## src/rtl/ctrl_pkg.sv

```systemverilog
// Shared definitions for the pipelined control unit: opcode map, control-bundle
// bit positions and the issue FSM state type.
package ctrl_pkg;

  localparam int CTRL_W = 23;

  localparam logic [4:0] OP_ADD  = 5'b00000;
  localparam logic [4:0] OP_SUB  = 5'b00001;
  localparam logic [4:0] OP_MUL  = 5'b00010;
  localparam logic [4:0] OP_DIV  = 5'b00011;
  localparam logic [4:0] OP_MOD  = 5'b00100;
  localparam logic [4:0] OP_CMP  = 5'b00101;
  localparam logic [4:0] OP_AND  = 5'b00110;
  localparam logic [4:0] OP_OR   = 5'b00111;
  localparam logic [4:0] OP_NOT  = 5'b01000;
  localparam logic [4:0] OP_MOV  = 5'b01001;
  localparam logic [4:0] OP_LSL  = 5'b01010;
  localparam logic [4:0] OP_LSR  = 5'b01011;
  localparam logic [4:0] OP_ASR  = 5'b01100;
  localparam logic [4:0] OP_LD   = 5'b01110;
  localparam logic [4:0] OP_ST   = 5'b01111;
  localparam logic [4:0] OP_BEQ  = 5'b10000;
  localparam logic [4:0] OP_BGT  = 5'b10001;
  localparam logic [4:0] OP_B    = 5'b10010;
  localparam logic [4:0] OP_CALL = 5'b10011;
  localparam logic [4:0] OP_RET  = 5'b10100;

  localparam int IS_ST        = 0;
  localparam int IS_LD        = 1;
  localparam int IS_BEQ       = 2;
  localparam int IS_BGT       = 3;
  localparam int IS_RET       = 4;
  localparam int IS_IMMEDIATE = 5;
  localparam int IS_WB        = 6;
  localparam int IS_UBRANCH   = 7;
  localparam int IS_CALL      = 8;
  localparam int IS_ADD       = 9;
  localparam int IS_SUB       = 10;
  localparam int IS_CMP       = 11;
  localparam int IS_MUL       = 12;
  localparam int IS_DIV       = 13;
  localparam int IS_MOD       = 14;
  localparam int IS_LSL       = 15;
  localparam int IS_LSR       = 16;
  localparam int IS_ASR       = 17;
  localparam int IS_OR        = 18;
  localparam int IS_AND       = 19;
  localparam int IS_NOT       = 20;
  localparam int IS_MOV       = 21;
  localparam int IS_ILLEGAL   = 22;

  typedef enum logic {RUN = 1'b0, HOLD = 1'b1} fsmStateT;

endpackage

```

## src/rtl/ctrl_decode.sv

```systemverilog
// Combinational opcode -> control bundle decoder. Unknown ops raise only
// isIllegal so downstream consumers never see a half-decoded bundle.
module ctrl_decode
  import ctrl_pkg::*;
(
  input  logic [5:0]        opcode,
  output logic [CTRL_W-1:0] ctrl
);

  logic [4:0]        op;
  logic              legal;
  logic [CTRL_W-1:0] base;

  assign op = opcode[5:1];

  always_comb begin
    base  = '0;
    legal = 1'b1;
    case (op)
      OP_ADD:  begin base[IS_ADD] = 1'b1; base[IS_WB] = 1'b1; end
      OP_SUB:  begin base[IS_SUB] = 1'b1; base[IS_WB] = 1'b1; end
      OP_MUL:  begin base[IS_MUL] = 1'b1; base[IS_WB] = 1'b1; end
      OP_DIV:  begin base[IS_DIV] = 1'b1; base[IS_WB] = 1'b1; end
      OP_MOD:  begin base[IS_MOD] = 1'b1; base[IS_WB] = 1'b1; end
      OP_CMP:  base[IS_CMP] = 1'b1;
      OP_AND:  begin base[IS_AND] = 1'b1; base[IS_WB] = 1'b1; end
      OP_OR:   begin base[IS_OR]  = 1'b1; base[IS_WB] = 1'b1; end
      OP_NOT:  begin base[IS_NOT] = 1'b1; base[IS_WB] = 1'b1; end
      OP_MOV:  begin base[IS_MOV] = 1'b1; base[IS_WB] = 1'b1; end
      OP_LSL:  begin base[IS_LSL] = 1'b1; base[IS_WB] = 1'b1; end
      OP_LSR:  begin base[IS_LSR] = 1'b1; base[IS_WB] = 1'b1; end
      OP_ASR:  begin base[IS_ASR] = 1'b1; base[IS_WB] = 1'b1; end
      // Memory ops reuse the adder for address generation.
      OP_LD:   begin base[IS_LD] = 1'b1; base[IS_ADD] = 1'b1; base[IS_WB] = 1'b1; end
      OP_ST:   begin base[IS_ST] = 1'b1; base[IS_ADD] = 1'b1; end
      OP_BEQ:  base[IS_BEQ] = 1'b1;
      OP_BGT:  base[IS_BGT] = 1'b1;
      OP_B:    base[IS_UBRANCH] = 1'b1;
      OP_CALL: begin base[IS_CALL] = 1'b1; base[IS_UBRANCH] = 1'b1; base[IS_WB] = 1'b1; end
      OP_RET:  begin base[IS_RET] = 1'b1; base[IS_UBRANCH] = 1'b1; end
      default: legal = 1'b0;
    endcase
    ctrl = base;
    if (legal) ctrl[IS_IMMEDIATE] = opcode[0];
    else       ctrl[IS_ILLEGAL]   = 1'b1;
  end

endmodule

```

## src/rtl/pipelined_control_unit.sv

```systemverilog
// Elastic decode pipeline: decodes at the input, carries the bundle through
// STAGES valid/ready registers and holds issue while mul/div/mod occupy the unit.
module pipelined_control_unit
  import ctrl_pkg::*;
#(
  parameter int STAGES     = 2,
  parameter int MUL_CYCLES = 3,
  parameter int DIV_CYCLES = 8
) (
  input  logic                        clk,
  input  logic                        rst,
  input  logic                        in_valid,
  output logic                        in_ready,
  input  logic [5:0]                  opcode,
  input  logic                        flush,
  output logic                        out_valid,
  input  logic                        out_ready,
  output logic [ctrl_pkg::CTRL_W-1:0] out_ctrl,
  output logic                        out_busy
);

  localparam logic [3:0] MUL_LOAD = 4'(MUL_CYCLES - 1);
  localparam logic [3:0] DIV_LOAD = 4'(DIV_CYCLES - 1);

  logic [CTRL_W-1:0] decCtrl;
  logic              accept;
  fsmStateT          stateReg;
  logic [3:0]        cntReg;

  logic [STAGES-1:0] validReg;
  logic [CTRL_W-1:0] dataReg [STAGES];
  logic [STAGES:0]   canTake;
  logic [STAGES-1:0] stageInValid;
  logic [CTRL_W-1:0] stageInData [STAGES];

  ctrl_decode uDecode (
    .opcode (opcode),
    .ctrl   (decCtrl)
  );

  // canTake[i]: stage i can load this cycle (empty, or its occupant moves on).
  assign canTake[STAGES] = out_ready;

  genvar gi;
  generate
    for (gi = 0; gi < STAGES; gi++) begin : gStage
      assign canTake[gi] = !validReg[gi] | canTake[gi+1];
      if (gi == 0) begin : gHead
        assign stageInValid[gi] = accept;
        assign stageInData[gi]  = decCtrl;
      end else begin : gBody
        assign stageInValid[gi] = validReg[gi-1] & canTake[gi];
        assign stageInData[gi]  = dataReg[gi-1];
      end
    end
  endgenerate

  assign in_ready  = !flush && (stateReg == RUN) && canTake[0];
  assign accept    = in_valid && in_ready;
  assign out_valid = validReg[STAGES-1];
  assign out_ctrl  = dataReg[STAGES-1];
  assign out_busy  = (stateReg == HOLD);

  always_ff @(posedge clk) begin
    if (rst || flush) begin
      validReg <= '0;
      for (int i = 0; i < STAGES; i++) dataReg[i] <= '0;
    end else begin
      for (int i = 0; i < STAGES; i++) begin
        if (canTake[i]) begin
          validReg[i] <= stageInValid[i];
          dataReg[i]  <= stageInValid[i] ? stageInData[i] : '0;
        end
      end
    end
  end

  // Issue FSM: cnt counts the remaining blocked cycles after a multicycle accept.
  always_ff @(posedge clk) begin
    if (rst || flush) begin
      stateReg <= RUN;
      cntReg   <= '0;
    end else begin
      case (stateReg)
        RUN: begin
          if (accept && decCtrl[IS_MUL] && (MUL_CYCLES > 1)) begin
            stateReg <= HOLD;
            cntReg   <= MUL_LOAD;
          end else if (accept && (decCtrl[IS_DIV] || decCtrl[IS_MOD]) && (DIV_CYCLES > 1)) begin
            stateReg <= HOLD;
            cntReg   <= DIV_LOAD;
          end
        end
        HOLD: begin
          if (cntReg <= 4'd1) begin
            stateReg <= RUN;
            cntReg   <= '0;
          end else begin
            cntReg <= cntReg - 4'd1;
          end
        end
      endcase
    end
  end

endmodule

```

## config.mk

```make
export PLATFORM = sky130hd
export DESIGN_NAME = pipelined_control_unit
export DESIGN_NICKNAME = d
export VERILOG_FILES = /design/src/rtl/ctrl_pkg.sv /design/src/rtl/ctrl_decode.sv /design/src/rtl/pipelined_control_unit.sv
export SDC_FILE = /design/constraint.sdc
export NUM_CORES = 1
export LEC_CHECK = 0
export ABC_AREA = 1
export CAP_MARGIN = 40
export CORE_ASPECT_RATIO = 2
export CORE_UTILIZATION = 54
export DETAILED_ROUTE_END_ITERATION = 8
export GPL_ROUTABILITY_DRIVEN = 1
export HOLD_SLACK_MARGIN = 0.05
export PLACE_DENSITY_LB_ADDON = 0.12
export SLEW_MARGIN = 20
export SYNTH_ARGS = -nofsm -noshare
export SYNTH_HDL_FRONTEND = slang
export SYNTH_SLANG_ARGS = --single-unit
```

## constraint.sdc

```tcl
create_clock -name clk -period 2.1 [get_ports clk]
set_input_delay 0.63 -clock clk [delete_from_list [all_inputs] [get_ports clk]]
set_output_delay 0.63 -clock clk [all_outputs]
set_load 0.05 [all_outputs]
```

==> impl_metrics.toml <==
[clock_tree]
clkSinkCount = 53
cts_buffers = 5
tritoncts = "done"
holdBufCountCts = 0
cts_max_path_buffers = 2
cts_h_tree_depth = 2
clk-insertion-delay-late_ns = 0.30
path_clk_slew_ns = 0.10
root_cell_of_the_clock_tree = "clkbuf_8"

[layout]
num-fill-cells = 389
proportion_of_layout_cells_with_a_drive_suffix_above_1_pct = 23.8
antennaDiodeCount = 0
final_cell_mix = "nor2_1 (61), edfxtp_1 (46), buf_4 (43)"
fin_area_um2 = 3240
most_common_cell_after_layout_fill_and_taps_aside = "nor2_1"
syn2layout_area_growth_pct = 23.6
finish.net_count = 344

[sta]
fmaxAchievable_mhz = 486
clock-skew-final_ns = 0.0110
fin_tns_setup_ns = 0
setup_viol = 0
timing.max_slew.rel_slack_pct = 66.6
setup_repair_after_global_routing_missed_its_margin = "no"
finalHoldWorstSlack_ns = 0.516
minimum_clock_period_ns = 2.06
hold_violations = 0
worst_slew_pin_slew_ns = 0.500
min_period_over_period_pct = 98.0
drv_slew = 0
layout_setup_ws_ns = 0.0429

[job]
max_cap_viol_count = 0

[logic_synthesis]
synth_area_um2 = 2620
postSynthRegisterBits = 53
synthCells = 282
ys.warnings.count = 0
synthesis.area_per_instance_um2 = 9.29
synth-seq-area-share_pct = 58.1
synth.distinct_cells = 25
syn-num-nets = 295

[outcome]
result_of_the_run = "finished, final reports clean"

[critical_path]
critical_path_peak_fanout = 1
path_delay_family = "buffers and inverters"
critical_path_buf_inv_count = 1
cp.required_ns = 1.47
crit_path_cell_trace = "clkdlybuf4s50_1"
timing.critical_path.arrival_ns = 1.43
cp-start-kind = "flip-flop"
crit_path_top_delay_cell = "clkdlybuf4s50_1"
slowest_delay_ns = 0.79
timing.critical_path.to_type = "output pin"
crit_type = "reg -> out"

[drt]
vias = 1921
antenna_violating_nets_post_route = 0
initialDrtViolationCount = 40
wl_per_cell_um = 12.4
dr.pass1.iters = 4
routed_wl_um = 4820
via_per_inst = 4.96
drc_errors = 0

[pwr]
p_leak_nw = 1.61
ir_worst_vdd_uv = 406
cellPowerDensity_nw_per_um2 = 579
power_mw = 1.87

[floorplanning]
floorplan.initialDensity_pct = 56.4
floorplan.die_area_um2 = 5150
die_w_um = 51.2
dieHeight_um = 100
core_region_area_um2 = 4640
placementRows = 35
count_of_pins_on_the_block_boundary = 37

[grt]
grt_pass1_wl_um = 8050
grt_pass1_vias = 1935
antenna_violations_before_repair = 0
overflow = 0
groute.usage.overall_pct = 21.1
largest_net_degree_at_the_start_of_global_routing = 25

[placement]
portBuffers = 36
placed_instance_area_um2 = 3080
gp_congestion = 0.915
pre_cts_slack_ns = -0.171
hpwlAfterDp_um = 3720

[hold_path]
worstHoldPathType = "reg -> reg"
==> worst register-to-register path: cells and delay by family, from the launching register on <==
family | cells | cell delay [ns]
and+or+nand+nor | 4 | 0.67
buffers and inverters | 4 | 0.42
DFF | 1 | 0.38
==> routing by layer <==
layer / track usage, % / up-vias / wire (um)
met5: 0 / - / 0
met4: 17.0 / 0 / 233
met3: 2.41 / 16 / 137
met1: 19.3 / 892 / 1700
li1: - / 966 / -
met2: 39.4 / 47 / 2750
==> flip-flops by register name, indices dropped and copies added, names as in the netlist <==
register	count
dataReg	46
out_busy	1
cntReg	4
validReg	2
==> power breakdown <==
group	internal, mW	total, mW	switching [mW]
sequential	1.13	1.13	0.00226
combinational	0.0684	0.157	0.0886
clock	0.241	0.585	0.343
total	1.44	1.87	0.434
==> worst paths after layout <==
path / startpoint / slack (ns) / to / depth (start not counted)
worst min-delay path: validReg[0] / 0.52 / validReg[1] / 2
worst max-delay path: dataReg[0][38] / 0.04 / out_ctrl[15] / 1
worst min register to register: validReg[0] / 0.52 / validReg[1] / 2
worst max register to register: out_busy / 0.41 / dataReg[0][11] / 8
==> cell families after synthesis <==
logic type | Yosys count | share of synthesized area [%]
AO/OA/AOI/OAI | 10 | 2.05
XOR/XNOR | 2 | 0.669
adder cells (fa/ha/maj) | 2 | 0.955
buffers and inverters | 75 | 14.6
flip-flops | 53 | 58.1
AND/OR/NAND/NOR | 140 | 23.6
==> repair_timing <==
action                                  4_1_cts  5_1_grt
hold endpoints to repair                      0        0
setup buffers                                 4        0
cloned                                        0        0
resized for setup                             7       10
pin swaps                                     1        0
endpoints found under the setup margin        2       10
==> metrics by stage <==
stage | utilization, % | instances
6_report | 69.7 | 387
5_1_grt | 69.7 | 387
4_1_cts | 69.2 | 387
3_5_place_dp | 66.4 | 375
3_3_place_gp | 66.4 | 375
2_1_floorplan | - | 282
==> cell type report <==
cell class / instances / area, um2 / share of cell area [%]
clock buffer: 5 / 68.8 / 2.13
clock inverter: 3 / 25.0 / 0.773
inverter: 47 / 176 / 5.45
multi-input combinational: 154 / 722 / 22.3
sequential: 53 / 1520 / 47.0
tap: 55 / 68.8 / 2.13
timing repair buffer: 70 / 654 / 20.2
==> synthesized netlist by cell type <==
cell type | count | share of area, %
o21ai_0 | 2 | 0.38
nand2_1 | 40 | 5.7
nand3_1 | 16 | 3.1
nor2_4 | 2 | 0.86
clkbuf_1 | 2 | 0.29
dfxtp_1 | 7 | 5.4
ha_1 | 2 | 0.96
o211ai_1 | 1 | 0.29
nor4_1 | 2 | 0.48
nand2_2 | 3 | 0.72
nor2_2 | 6 | 1.4
nor3_1 | 4 | 0.76
nand3b_1 | 1 | 0.29
nand4_1 | 1 | 0.24
nand3_2 | 3 | 1.1
edfxtp_1 | 46 | 53
a21oi_1 | 4 | 0.76
o21ai_1 | 2 | 0.38
xor2_1 | 2 | 0.67
buf_4 | 25 | 7.2
nor2_1 | 62 | 8.9
o22ai_1 | 1 | 0.24
inv_2 | 6 | 0.86
buf_6 | 1 | 0.43
inv_1 | 41 | 5.9
(Power assumes the default switching activity.)
